<file path="config.mk">
export PLATFORM = sky130hd
export DESIGN_NAME = fetch_ctrl
export DESIGN_NICKNAME = d
export VERILOG_FILES = /design/src/rtl/fetch_ctrl.sv
export SDC_FILE = /design/constraint.sdc
export NUM_CORES = 1
export LEC_CHECK = 0
export ABC_AREA = 1
export BUFFER_PORTS_ARGS = -buffer_cell sky130_fd_sc_hd__buf_4
export CAP_MARGIN = 20
export CORE_ASPECT_RATIO = 1.5
export CORE_MARGIN = 1.5
export CORE_UTILIZATION = 56
export CTS_CLUSTER_DIAMETER = 120
export DETAILED_ROUTE_END_ITERATION = 10
export GPL_ROUTABILITY_DRIVEN = 0
export GPL_TIMING_DRIVEN = 1
export PLACE_DENSITY = 0.86
export SLEW_MARGIN = 25
export SYNTH_ARGS = -nofsm -noshare
export SYNTH_HDL_FRONTEND = slang
export SYNTH_SLANG_ARGS = --single-unit
</file>
<file path="constraint.sdc">
create_clock -name clk -period 5.15 [get_ports clk]
set_clock_uncertainty 0.15 [all_clocks]
set_input_delay 0.2575 -clock clk [delete_from_list [all_inputs] [get_ports clk]]
set_output_delay 0.2575 -clock clk [all_outputs]
set_load 0.01 [all_outputs]
</file>
<file path="src/rtl/fetch_ctrl.sv">
// Fetch sequencer: holds the PC through boot, then selects the next PC from
// flush, redirect or sequential sources, deferring flushes that arrive under stall.
module fetch_ctrl #(
  parameter logic [31:0] RESET_PC    = 32'h0000_3000,
  parameter int unsigned BOOT_CYCLES = 2
) (
  input  logic        clk,
  input  logic        reset,
  input  logic        stall,
  input  logic        redir_valid,
  input  logic [31:0] redir_target,
  input  logic        flush_req,
  input  logic [31:0] flush_target,
  input  logic [31:0] PCPlus4_F,
  output logic [31:0] Nextpc,
  output logic        PC_WrEn,
  output logic        FD_En,
  output logic        FD_Clr,
  output logic [31:0] fetch_cnt,
  output logic [15:0] stall_cnt
);

  localparam logic [1:0] ST_BOOT       = 2'd0;
  localparam logic [1:0] ST_RUN        = 2'd1;
  localparam logic [1:0] ST_FLUSH_PEND = 2'd2;
  localparam logic [3:0] BOOT_LAST     = 4'(BOOT_CYCLES - 32'd1);

  logic [1:0]  state_q, state_d;
  logic [3:0]  boot_cnt_q, boot_cnt_d;
  logic [31:0] pend_q, pend_d;
  logic [31:0] fetch_cnt_q, fetch_cnt_d;
  logic [15:0] stall_cnt_q, stall_cnt_d;

  logic [31:0] nextpc_s;
  logic        pc_wr_s;
  logic        fd_en_s;
  logic        fd_clr_s;

  // Next-state and control decode; a flush seen under stall is parked in pend_q.
  always_comb begin
    state_d    = state_q;
    boot_cnt_d = boot_cnt_q;
    pend_d     = pend_q;
    nextpc_s   = RESET_PC;
    pc_wr_s    = 1'b0;
    fd_en_s    = 1'b0;
    fd_clr_s   = 1'b1;
    case (state_q)
      ST_BOOT: begin
        boot_cnt_d = boot_cnt_q + 4'd1;
        if (boot_cnt_q == BOOT_LAST) begin
          state_d = ST_RUN;
        end else begin
          state_d = ST_BOOT;
        end
      end
      ST_RUN: begin
        fd_clr_s = 1'b0;
        nextpc_s = PCPlus4_F;
        if (!stall) begin
          pc_wr_s = 1'b1;
          fd_en_s = 1'b1;
          if (flush_req) begin
            nextpc_s = flush_target;
            fd_clr_s = 1'b1;
          end else if (redir_valid) begin
            nextpc_s = redir_target;
          end else begin
            nextpc_s = PCPlus4_F;
          end
        end else if (flush_req) begin
          pend_d  = flush_target;
          state_d = ST_FLUSH_PEND;
        end else begin
          state_d = ST_RUN;
        end
      end
      ST_FLUSH_PEND: begin
        nextpc_s = pend_q;
        if (stall) begin
          fd_clr_s = 1'b0;
          if (flush_req) begin
            pend_d = flush_target;
          end else begin
            pend_d = pend_q;
          end
        end else begin
          pc_wr_s  = 1'b1;
          fd_en_s  = 1'b1;
          fd_clr_s = 1'b1;
          state_d  = ST_RUN;
          if (flush_req) begin
            nextpc_s = flush_target;
          end else begin
            nextpc_s = pend_q;
          end
        end
      end
      default: begin
        state_d    = ST_BOOT;
        boot_cnt_d = 4'd0;
      end
    endcase
  end

  // Activity counters: fetch count wraps, stall count saturates and ignores boot.
  always_comb begin
    fetch_cnt_d = fetch_cnt_q + {31'd0, pc_wr_s};
    if ((state_q == ST_RUN || state_q == ST_FLUSH_PEND) && !pc_wr_s &&
        (stall_cnt_q != 16'hFFFF)) begin
      stall_cnt_d = stall_cnt_q + 16'd1;
    end else begin
      stall_cnt_d = stall_cnt_q;
    end
  end

  // State, boot counter, pending target and counters.
  always_ff @(posedge clk or negedge reset) begin
    if (!reset) begin
      state_q     <= ST_BOOT;
      boot_cnt_q  <= 4'd0;
      pend_q      <= 32'd0;
      fetch_cnt_q <= 32'd0;
      stall_cnt_q <= 16'd0;
    end else begin
      state_q     <= state_d;
      boot_cnt_q  <= boot_cnt_d;
      pend_q      <= pend_d;
      fetch_cnt_q <= fetch_cnt_d;
      stall_cnt_q <= stall_cnt_d;
    end
  end

  // Reset gating keeps outputs at boot values the instant reset asserts.
  assign Nextpc    = reset ? nextpc_s : RESET_PC;
  assign PC_WrEn   = reset ? pc_wr_s  : 1'b0;
  assign FD_En     = reset ? fd_en_s  : 1'b0;
  assign FD_Clr    = reset ? fd_clr_s : 1'b1;
  assign fetch_cnt = fetch_cnt_q;
  assign stall_cnt = stall_cnt_q;

endmodule
</file>
---- Word-level counts from Yosys, hierarchy flattened ----
Cells that the tools add are included.
storage, ports and cells
  bits in latches ......................... 0
  memory bits (read-only) ................. 0
  register bits ........................... 86
  logic and storage cells ................. 42
  memory bits (writable) .................. 0
  bits of input ports ..................... 101
  memories ................................ 0
  output and inout bits ................... 83
cells by class
  div/mod/pow operators ................... 0
  $lt $le $gt $ge ......................... 0
  $mul .................................... 0
  bitwise gates (word level) .............. 0
  add/subtract/negate cells ............... 3
  muxes and demuxes ....................... 20
  shift operators ......................... 0
  reduce and logical (&&, ||, !) cells .... 8
  eq/ne operators ......................... 6
operators by type and width
  kind                                            number
  2-to-1 mux 32 bit                               6
  case mux 32 bit (2 select lines)                1
  adder 32 x 1 -> 32 bit                          1
  adder 16 x 1 -> 16 bit (second input constant)  1
  != test 16 bit (second input constant)          1
  case mux 4 bit (2 select lines)                 1
  2-to-1 mux 1 bit                                7
  2-to-1 mux 2 bit                                3
  case mux 2 bit (3 select lines)                 1
  adder 4 x 1 -> 4 bit (second input constant)    1
  == test 4 x 1 -> 1 bit (second input constant)  1
  != test 2 bit (second input constant)           2
  AND reduction 2 bit                             2
  == test 2 x 1 -> 1 bit (second input constant)  1
  == test 2 bit (second input constant)           1
  logical AND 1 bit                               2
  logical NOT 2 bit                               1
  case mux 1 bit (2 select lines)                 1
  OR reduction 2 bit                              1
  logical NOT 1 bit                               1
  logical OR 1 bit                                1

---- Logic depth before layout (Yosys ltp) ----
Gate-level depths: netlist (run 1).
  depth in word-level cells ............... 6
  gate-level depth with buffers ........... 12
  mapped depth without buffers ............ 12

---- Least setup slack after synthesis (run 1) ----
No wires, ideal clock.
  kind .................................... flip-flop to flip-flop
  start ................................... register state_q[0]
  end ..................................... register fetch_cnt_q[18] (netlist: fetch_cnt[18])
  stages on the path, launching flop included .. 13
  data arrival time ....................... 2.011 ns
  buffers on the path ..................... 0
  setup time .............................. 0.117 ns
  slack ................................... 2.872 ns
  clock period less this slack ............ 2.278 ns
  data required time ...................... 4.883 ns
  path through ............................ dfrtp_1 -> inv_1 -> ha_1 -> inv_1 -> nor2_1 -> ha_1 -> ha_1 -> nand3_1 -> nor2_1 -> and3_1 -> nand2_1 -> nand2_1 -> nand2_1
between the ends
  longest elaborated chain between the ends .. 4
  elaborated cells between the ends (all ways) .. 5
  those cells by class .................... add/sub (1); eq/ne (2); mux (1); reduce/logical (1)
ends and longest elaborated chain
  element                                                  line  RTL
  from (decl)                                              28    logic [1:0] state_q, state_d;
  from (signal assigned)                                   126   state_q <= state_d;
  == test 2 x 1 -> 1 bit or == test 2 bit (tied branches)  48    case (state_q)
  OR reduction 2 bit (no line) *                           n/a
  2-to-1 mux 1 bit *                                       n/a
  adder 32 x 1 -> 32 bit *                                 108   fetch_cnt_d = fetch_cnt_q + {31'd0, pc_wr_s};
  named net fetch_cnt_d[18]                                31    logic [31:0] fetch_cnt_q, fetch_cnt_d;
  to (signal assigned)                                     129   fetch_cnt_q <= fetch_cnt_d;
  to (decl)                                                31
The timed path passes the listed nets; every way through them passes the cells marked *.
A chain may end at the register's enable or synchronous reset.

---- Worst setup path in the final report (run 1) ----
  start ................................... register state_q[0]
  end ..................................... output Nextpc[26]
between the ends
  longest elaborated chain between the ends .. 3
  elaborated cells between the ends (all ways) .. 4
  those cells by class .................... eq/ne (2); mux (2)
ends and longest elaborated chain
  element                                                  line  RTL
  == test 2 bit or == test 2 x 1 -> 1 bit (tied branches)  48
  case mux 32 bit (2 select lines) *                       48
  2-to-1 mux 32 bit *                                      135   assign Nextpc = reset ? nextpc_s : RESET_PC;
  to (decl)                                                15    output logic [31:0] Nextpc,
Mark *: on every way between the ends. The rest lies on a longest branch, timed or not.

==> run metrics, run 1 <==
number of max-cap violations=0; layout cells sized above 1=19.9%; clk_lat worst skew=0.34 ns; final std cells w/o fill=1225; total number of vias=6528; Worst setup SP type=flop; Layout area overhead=27.4%; largest net degree at the start of global routing=83; LEAKAGE=4.03 nW; full die area=11400 um2; Post-Place Cells=1211; Worst VDD drop=0.376 mV; Pins Over Slew Limit=0; Setup Viol. Count Final=0; grt met1 use=34.1%; gr busiest metal=met2; Syn Inst Count=926; # port buffers=183; placed inst area=7380 um2; total negative slack=0 ns; grt ovf=0; RSZ-0062 raised after global routing=no; syn nets=1037; final design utilization=72.7%; Worst Hold Slack=0.129 ns; power per cell area=367 nW/um2; Seq/Total Area, Yosys=35.8%; max_slew headroom=28.5%; CTS buffer count=9; Setup crit start=state_q[0]; met2 Use GR=53.0%; antenna violation net count after detailed routing=0; Cell Chain, Critical Path=inv_1, ha_1, inv_1, a21oi_1, o21ai_1, nand3_1, nand2_1, inv_1, buf_4; Rows=46; Clock Tree Buf Depth=2; DR pass1 iterations=5; crit path to=Nextpc[26]; Resized cells post-CTS=0; Die X=87.6 um; CTS H-Tree Depth=3; Avg Inst Size Synth=6.49 um2; Starting Density=57.0%; first-pass GRT wire length=26500 um; DR DRC count=0; Hold WC Path Type=in -> async; Final period util=56.4%; Synth Register Bits=86; Slew @ Worst Pin=1.07 ns; Yosys warnings=0; slowest CP cell=inv_1; DIE HEIGHT=130 um; Critical Path Max Stage Delay=0.80 ns; Clock Tree Root=clkbuf_16; initial DRC count=473; nets=1190; I/O pins=184; Finished Cell Area=7650 um2; routed vias/inst=5.33; Final Hold Fails=0; Tmin final=2.90 ns; CP Capture Type=output pin; crit path DAT=2.50 ns; wirelength, routed=16900 um; Synth Cell Area=6010 um2; clock tree from TritonCTS=built; dpl hpwl=11900 um; Reg-to-Reg End=fetch_cnt[18]; Fmax=344 MHz; Critical R2R Launch=state_q[0]; wire per inst=13.8 um; Worst Path Max Fanout=32; Reg2Reg Depth=12; clock sink total=86; r2r setup slk=2.38 ns; Core ar.=10500 um2; Crit path top cell by count=inv_1; WP data required=4.74 ns; initial antenna violation count=0; critical path class=reg -> out; antenna cells=0; GR Util met3=3.73%; distinct cell type count after synthesis=30; status=finished clean; vias in the first global route=5940; GRT Total Usage=29.4%; Clock transition at path regs=0.06 ns
==> critical path, delay by kind of cell, from the launching register on <==
kind / cells / cell delay [ns]
AOI/OAI and AO/OA: 2 / 0.27
adders and majority gates: 1 / 0.26
buffers and inverters: 4 / 1.06
DFF: 1 / 0.39
and+or+nand+nor: 2 / 0.18
==> placed cells by master (no fill, tap or decap), types with 26 or more instances in the layout <==
master / netlist / final
o21ai_1: 27 / 26
nand2_1: 308 / 308
buf_4: 5 / 186
o21ai_0: 79 / 79
a21oi_1: 35 / 35
inv_1: 97 / 96
nand3_1: 104 / 104
nor2_1: 67 / 67
dfrtp_1: 86 / 86
==> how the worst min path moves through the flow <==
stage          slack, ns  cells past startpoint  startpoint       endpoint
6_report            0.13                      2       reset      pend_q[6]
5_1_grt             0.14                      2       reset      pend_q[6]
4_1_cts             0.12                      2       reset      pend_q[6]
3_5_place_dp       -0.07                      1       reset      pend_q[6]
3_3_place_gp       -0.07                      1       reset      pend_q[6]
2_1_floorplan      -0.19                      0       reset  boot_cnt_q[0]
==> Yosys cell counts (all sizes together) <==
| cell | n | share of area, % |
|---|---|---|
| a21oi | 35 | 2.9 |
| a31oi | 2 | 0.21 |
| and3 | 2 | 0.21 |
| buf | 24 | 2.3 |
| clkbuf | 22 | 1.4 |
| dfrtp | 86 | 36 |
| ha | 10 | 2.1 |
| inv | 100 | 6.3 |
| nand2 | 310 | 19 |
| nand3 | 104 | 8.7 |
| nand3b | 6 | 0.75 |
| nand4 | 6 | 0.63 |
| nor2 | 72 | 4.9 |
| nor3 | 2 | 0.17 |
| nor3b | 1 | 0.13 |
| o211ai | 1 | 0.13 |
| o21a | 1 | 0.13 |
| o21ai | 109 | 9.3 |
| o22ai | 3 | 0.31 |
| xnor2 | 15 | 2.2 |
| xor2 | 15 | 2.2 |
==> area by class of cell <==
type                            instances  area (um2)
Clock buffer                           11         253
Multi-Input combinational cell        694        3260
Timing Repair Buffer                  188        1420
Sequential cell                        86        2150
Tap cell                              144         180
Clock inverter                          2        10.0
Inverter                              100         375
Fill cell                             944        2880
==> flip-flops by register name, indices dropped and copies added (netlist names) <==
| name | flops |
|---|---|
| fetch_cnt | 32 |
| pend_q | 32 |
| stall_cnt | 16 |
| boot_cnt_q | 4 |
| state_q | 2 |
==> metal layers <==
layer	vias to the layer above	part of all wire [%]
li1	3255	-
met1	2983	40
met2	256	51
met3	34	6.5
met4	0	2.7
met5	-	0
==> report_power, final <==
| part | internal [mW] | switching, mW | total, mW | leakage (nW) |
|---|---|---|---|---|
| registers | 0.861 | 0.116 | 0.977 | 1.13 |
| clock network | 0.343 | 0.251 | 0.594 | 0.133 |
| logic | 0.463 | 0.776 | 1.24 | 2.77 |
==> through the flow <==
stage	power (mW)	setup slack [ns]
after global routing	3.02	2.05
final	2.81	2.25
after CTS	2.82	2.08
after detailed placement	2.22	2.35
after floorplan	1.80	2.87
after global placement	2.18	2.45
==> kinds of logic after synthesis <==
| kind of cell | after synthesis | synth area share (%) |
|---|---|---|
| and+or+nand+nor | 503 | 34.9 |
| AOI/OAI and AO/OA | 151 | 13.0 |
| buffers and inverters | 146 | 9.88 |
| DFF | 86 | 35.8 |
| xor gates and xnor gates | 30 | 4.38 |
| adders and majority gates | 10 | 2.08 |
==> repair_timing <==
action	CTS	global route
setup buffers	0	0
hold buffers	1	0
hold endpoints to repair	4	0
Power figures use the tool's default switching activity.
==> run 2: changes to the inputs <==
--- a/config.mk
+++ b/config.mk
@@ -5,17 +5,17 @@
 export SDC_FILE = /design/constraint.sdc
 export NUM_CORES = 1
 export LEC_CHECK = 0
-export ABC_AREA = 1
+export ABC_AREA = 0
 export BUFFER_PORTS_ARGS = -buffer_cell sky130_fd_sc_hd__buf_4
 export CAP_MARGIN = 20
 export CORE_ASPECT_RATIO = 1.5
 export CORE_MARGIN = 1.5
-export CORE_UTILIZATION = 56
+export CORE_UTILIZATION = 45
 export CTS_CLUSTER_DIAMETER = 120
 export DETAILED_ROUTE_END_ITERATION = 10
 export GPL_ROUTABILITY_DRIVEN = 0
 export GPL_TIMING_DRIVEN = 1
-export PLACE_DENSITY = 0.86
+export PLACE_DENSITY = 0.77
 export SLEW_MARGIN = 25
 export SYNTH_ARGS = -nofsm -noshare
 export SYNTH_HDL_FRONTEND = slang
==> constraint.sdc (replaced) <==
create_clock -name clk -period 2.54 [get_ports clk]
set_clock_uncertainty 0.15 [all_clocks]
set_input_delay 0.127 -clock clk [delete_from_list [all_inputs] [get_ports clk]]
set_output_delay 0.127 -clock clk [all_outputs]
set_load 0.01 [all_outputs]
==> run 2 against run 1 <==
Effect of this change: final cell count shrank 32%; utilization shrank 6.0 points; via count shrank 26%; area after synthesis shrank 15%; critical path depth shrank 2; power grew 84%; sequential share of layout area grew 1.3 points; design area shrank 4.3%; global-route usage shrank 4.5 points.
==> run metrics, run 2 <==
Final Hold Fails=0 (unchanged); Tmin final=2.42 ns; WL met2=7340 um (-15%); Synth top cells by count=86 x dfrtp_1, 59 x mux2_2, 46 x nor2_1, 35 x xnor2_1, 33 x a22o_1; Reg-to-Reg End=fetch_cnt[12]; WP data required=2.26 ns (-2.48 ns); Pins Over Slew Limit=0 (unchanged); Clock Tree Root=clkbuf_16; Cell Chain, Critical Path=inv_1, ha_1, nor2b_2, buf_4, a222oi_1, nor2_1, buf_4; r2r setup slk=0.25 ns (-2.13 ns); clock tree from TritonCTS=built; slowest CP cell=dfrtp_1; top routing layer in use=met4; clk_lat worst skew=0.34 ns (about the same); Hold Path Depth=3; Worst Path Max Fanout=22 (-31%); routed wl met3=1140 um (+3.3%); initial antenna violation count=0 (unchanged); status=finished clean; DR DRC count=0 (unchanged); most frequent cells in the layout=196 x buf_4, 86 x dfrtp_1, 59 x mux2_2, 46 x nor2_1, 35 x xnor2_1; syn nets=588 (-43%); Critical R2R Launch=state_q[0]; Layout area overhead=44.2%; # port buffers=183 (unchanged); first-pass GRT wire length=23900 um (-9.8%); logic gate share of total power=31.4% (-13 points); CP Capture Type=output pin; max_slew headroom=52.7% (+24 points); Synth Cell Area=5080 um2 (-15%); power per cell area=705 nW/um2 (+92%); share of flip-flops with an asynchronous set or reset=100% (unchanged); Fmax=412 MHz; Post-Place Cells=788 (-35%); Final period util=95.5%; Clock Tree Buf Depth=2 (unchanged); CTS buffer count=9 (unchanged); CTS H-Tree Depth=3 (unchanged); Sw Pwr=1.53 mW (+34%); Yosys top cell area share=42.4% (+6.5 points); number of max-cap violations=0 (unchanged); grt ovf=0 (unchanged); Clock transition at path regs=0.06 ns (about the same); Net Sw Frac=29.6% (-11 points); Worst Hold Launch=stall; LEAKAGE=3.37 nW (-16%); Starting Density=46.2% (-11 points); DR pass1 iterations=7 (+2); wire per inst=17.7 um (+29%); GRT Total Usage=24.8% (-4.5 points); hold path endpoint=state_q[1]; largest area contributor in the netlist=dfrtp_1; largest net degree at the start of global routing=44 (-47%); clock sink total=86 (unchanged); Yosys warnings=0 (unchanged); initial DRC count=282 (-40%); routed vias/inst=5.74 (+7.6%); Worst setup SP type=flop; Reg2Reg Depth=10 (-2); EDFF count, synth=0 (unchanged); Synth Register Bits=86 (unchanged); Avg Inst Size Synth=10.7 um2 (+64%); Hold WC Path Type=in -> reg; wl on met1=6130 um (-8.5%); wirelength, routed=14900 um (-12%); Clk pwr share=29.9% (+8.8 points); crit path DAT=2.15 ns (-0.35 ns); most common cell in the synthesized netlist=dfrtp_1; total number of vias=4807 (-26%); distinct cell type count after synthesis=47 (+57%); critical path class=reg -> out; Main synth FF type=dfrtp_1; full die area=12000 um2 (+5.1%); Seq/Total Area, Yosys=42.4% (+6.5 points); Rows=47 (+2.2%); dpl hpwl=10500 um (-12%); DIE HEIGHT=133 um (+2.5%); total negative slack=0 ns (unchanged); Slew @ Worst Pin=0.705 ns (-0.367 ns); final std cells w/o fill=838 (-32%); I/O pins=184 (unchanged); top cells by area, synth=dfrtp_1 42%, mux2_2 13%, xnor2_1 6.0%, a222oi_1 5.9%, a22o_1 5.7%; internal power=3.64 mW (+120%); Core ar.=11000 um2 (+4.4%); vias in the first global route=4685 (-21%); Setup Viol. Count Final=0 (unchanged); Syn Inst Count=477 (-48%); Critical Path Max Stage Delay=0.40 ns (-0.40 ns); layout cells sized above 1=41.1% (+21 points); Seq pwr share=38.7% (+3.9 points); Crit path top cell by count=buf_4; Die X=89.8 um (+2.5%); leading cell type in the layout, fill and taps excluded=buf_4; antenna violation net count after detailed routing=0 (unchanged); Worst VDD drop=0.346 mV (-8.0%); antenna cells=0 (unchanged); nets=797 (-33%)
run 2: changes by cell type after synthesis, sizes merged, moves of 13 or more:
cell and delta:
nor2 -26, a22o +33, a21oi -29, nand4 +13
xnor2 +20, o21ai -103, nand2 -283, inv -94
a222oi +30, nand3 -83, mux2 +67
run 2: layer usage:
layer  track usage, %  up-vias
met3             6.62       24
met5                0        -
li1                 -     2219
met2             41.2      241
met1             31.3     2323
met4             8.91        0
run 2: final cells by class:
cell class | instances | area [um2]
multi-input combinational | 351 | 2760
timing repair buffer | 232 | 1850
clock inverter | 7 | 125
fill | 853 | 3670
inverter | 6 | 22.5
sequential | 86 | 2150
clock buffer | 9 | 225
tap | 147 | 184
run 2: critical path: cells and delay by family (launching register included):
family	cells	cell delay (ns)
AO/OA/AOI/OAI	1	0.40
AND/OR/NAND/NOR	2	0.29
flip-flops	1	0.40
adder cells (fa/ha/maj)	1	0.25
buffers and inverters	3	0.45
run 2: power by group through the flow:
stage | logic [mW] | clock network [mW] | registers, mW
floorplan | 1.02 | 0 | 1.97
global placement | 1.54 | 0 | 1.99
detailed placement | 1.57 | 0 | 2.02
CTS | 1.62 | 1.58 | 1.99
global route | 1.77 | 1.64 | 2.05
finish | 1.62 | 1.54 | 2.00
run 2: logic make-up (layout without fill, tap and decap cells):
family	Yosys count	after routing	synth area share (%)
and+or+nand+nor	143	143	14.6
AOI/OAI and AO/OA	91	91	15.3
muxes	67	67	14.8
buffers and inverters	40	254	3.50
xor gates and xnor gates	40	40	6.89
DFF	86	86	42.4
adders and majority gates	10	10	2.46
run 2: worst max path at each step:
| stage | depth (start not counted) | slack [ns] | to | start |
|---|---|---|---|---|
| after floorplan | 10 | 0.18 | fetch_cnt[12] | state_q[0] |
| after global placement | 7 | 0.30 | Nextpc[29] | flush_req |
| after detailed placement | 10 | 0.24 | fetch_cnt[12] | state_q[0] |
| after CTS | 7 | 0.05 | Nextpc[28] | state_q[1] |
| after global routing | 7 | -0.003 | Nextpc[28] | state_q[1] |
| final | 7 | 0.12 | Nextpc[28] | state_q[1] |
run 2: through the flow:
stage	utilization (%)	total power [mW]	hold slack, ns	setup WS, ns	cell area [um2]
floorplan	-	3.00	-0.319	0.180	5080
global placement	60.3	3.52	-0.101	0.305	6630
detailed placement	60.3	3.59	-0.101	0.236	6630
CTS	66.5	5.19	0.0144	0.0510	7310
global route	66.6	5.45	0.0310	-0.00310	7330
finish	66.6	5.17	0.0372	0.115	7330
run 2: what timing repair did:
action                                  CTS  global route
resized for setup                         0             1
hold buffers                             33             0
setup buffers                             0             1
endpoints found under the setup margin    0             1
endpoints found under the hold margin    75             0
==> run 3: changes to the inputs <==
--- a/config.mk
+++ b/config.mk
@@ -8,13 +8,13 @@
 export ABC_AREA = 0
 export BUFFER_PORTS_ARGS = -buffer_cell sky130_fd_sc_hd__buf_4
 export CAP_MARGIN = 20
-export CORE_ASPECT_RATIO = 1.5
 export CORE_MARGIN = 1.5
 export CORE_UTILIZATION = 45
 export CTS_CLUSTER_DIAMETER = 120
 export DETAILED_ROUTE_END_ITERATION = 10
 export GPL_ROUTABILITY_DRIVEN = 0
 export GPL_TIMING_DRIVEN = 1
+export HOLD_SLACK_MARGIN = 0.15
 export PLACE_DENSITY = 0.77
 export SLEW_MARGIN = 25
 export SYNTH_ARGS = -nofsm -noshare
==> run 3 against run 2 <==
Effect of this change: utilization fell by 0.24 points; clock-buffer cell count rose by 4; design area fell by 0.92%; sequential share of layout area rose by 0.27 points; die area fell by 0.11%; largest power group unchanged; non-clock buffer count fell by 1.
==> run metrics, run 3 (synthesis gave the netlist of run 2 again) <==
status=finished clean; antenna cells=0 (unchanged); clock tree from TritonCTS=built; RSZ-0062 raised after global routing=no; nets=796 (-0.13%); layout cells sized above 1=40.4% (-0.67 points); grt ovf=0 (unchanged); crit path to=Nextpc[29]; area of the multi-input gates=2760 um2 (unchanged); dpl hpwl=10100 um (-3.3%); Crit path top cell by count=buf_4; CTS H-Tree Depth=3 (unchanged); DR DRC count=0 (unchanged); clock sink total=86 (unchanged); initial DRC count=538 (+91%); max_slew headroom=51.7% (-0.97 points); total number of vias=4793 (-0.29%); CTS buffer count=9 (unchanged); Reg-to-Reg End=fetch_cnt[12]; routed vias/inst=5.77 (+0.67%); Layout area overhead=42.8%; Tmin final=2.41 ns (-0.0191 ns); Hold WC Path Type=in -> async; leading cell type in the layout, fill and taps excluded=buf_4; Critical R2R Launch=state_q[0]; Cell Chain, Critical Path=dlygate4sd3_1, buf_4, nor2b_4, clkbuf_16, mux2_2, a222oi_1, nor2_1, buf_4; Worst VDD drop=0.534 mV (+54%); critical path class=in -> out; flip-flop and latch area=2150 um2 (unchanged); Fillers=866 (+1.5%); most frequent cells in the layout=193 x buf_4, 86 x dfrtp_1, 59 x mux2_2, 46 x nor2_1, 35 x xnor2_1; DIE HEIGHT=109 um (-18%); initial antenna violation count=0 (unchanged); largest net degree at the start of global routing=53 (+20%); Worst Path Max Fanout=16 (-27%); first-pass GRT wire length=22900 um (-4.2%); full die area=11900 um2 (-0.11%); GRT Total Usage=24.2% (-0.61 points); Fmax=416 MHz (+0.79%); slowest CP cell=dlygate4sd3_1; vias in the first global route=4678 (-0.15%); power per cell area=668 nW/um2 (-5.3%); Setup crit start=stall; Final Hold Fails=0 (unchanged); Slew @ Worst Pin=0.719 ns (+0.0144 ns); Levels on crit path=8 (+1); clk_lat worst skew=0.32 ns (-0.02 ns); Setup Viol. Count Final=0 (unchanged); total negative slack=0 ns (unchanged); DR pass1 iterations=7 (unchanged); WP data required=2.26 ns (about the same); Clock Tree Root=clkbuf_16; Worst setup SP type=input pin; LEAKAGE=3.33 nW (-1.3%); Starting Density=46.5% (+0.26 points); final design utilization=66.4% (-0.24 points); Die X=109 um (+22%); Critical Path Max Stage Delay=0.55 ns (+0.15 ns); Crit path max-delay family=buffers and inverters; critical path buffer and inverter count=4 (+1); wire per inst=17.8 um (+0.38%); crit path DAT=2.13 ns (-0.02 ns); Core ar.=10900 um2 (-0.56%); Setup Fix Bufs, Post-CTS=0 (unchanged); # port buffers=183 (unchanged); Pins Over Slew Limit=0 (unchanged); number of max-cap violations=0 (unchanged); antenna violation net count after detailed routing=0 (unchanged); CP Capture Type=output pin; Rows=38 (-19%); Clock Tree Buf Depth=2 (unchanged); Reg2Reg Depth=10 (unchanged); wirelength, routed=14800 um (-0.58%); Clock transition at path regs=0.06 ns (about the same); I/O pins=184 (unchanged); Final period util=94.7% (-0.75 points); r2r setup slk=0.22 ns (-0.03 ns)
run 3: changes by cell type in the layout (fill, tap and decap cells not counted), moves of 2 or more:
cell	delta
inv_6	-4
buf_4	-3
bufinv_16	-3
clkbuf_1	+3
clkinvlp_4	+2
run 3: worst register-to-register path, cell delays in order (launching register included):
cell and delay [ns]:
dfrtp_1 0.40, inv_1 0.09, ha_1 0.30, nor2b_1 0.19, ha_1 0.20, ha_1 0.21, nand2_1 0.09, nor3_1 0.14
buf_4 0.16, nand4_1 0.11, xnor2_1 0.15
run 3: metal layers:
layer	vias to the layer above	share of wire [%]	track usage (%)
met4	0	2.1	9.09
li1	2222	-	-
met1	2346	41	30.1
met5	-	0	0
met2	194	51	42.2
met3	31	5.9	3.89
run 3: how the worst min path moves through the flow:
stage          start       endpoint  slack, ns
6_report       reset   fetch_cnt[2]       0.16
5_1_grt        reset   fetch_cnt[2]       0.20
4_1_cts        reset   fetch_cnt[2]       0.15
3_5_place_dp   reset   fetch_cnt[2]      -0.04
3_3_place_gp   reset   fetch_cnt[2]      -0.05
2_1_floorplan  reset  boot_cnt_q[0]      -0.32
run 3: what timing repair did:
| action | 4_1_cts | 5_1_grt |
|---|---|---|
| gates resized for setup | 0 | 1 |
| setup endpoints to repair | 0 | 2 |
| hold buffers | 34 | 0 |
| endpoints found under the hold margin | 67 | 0 |
run 3: stage by stage:
step                      cell area, um2  hold WS, ns  setup WS (ns)  instances  power, mW
after floorplan                     5080       -0.319          0.180        477       3.00
after global placement              6620      -0.0476          0.360        779       3.53
after detailed placement            6620      -0.0379          0.257        779       3.63
after CTS                           7230        0.154          0.109        829       4.89
after global routing                7260        0.202         0.0300        830       5.15
final                               7260        0.159          0.134        830       4.85
run 3: area by class of cell:
class,count,area share [%]
Timing Repair Buffer,231,25.8
Clock inverter,3,0.276
Inverter,6,0.310
Tap cell,140,2.41
Multi-Input combinational cell,351,38.1
Clock buffer,13,3.45
Sequential cell,86,29.7
run 3: where the power goes:
group / switching (mW) / internal (mW)
Sequential: 0.273 / 1.74
Clock: 0.501 / 0.689
Combinational: 0.716 / 0.932
Total: 1.49 / 3.36
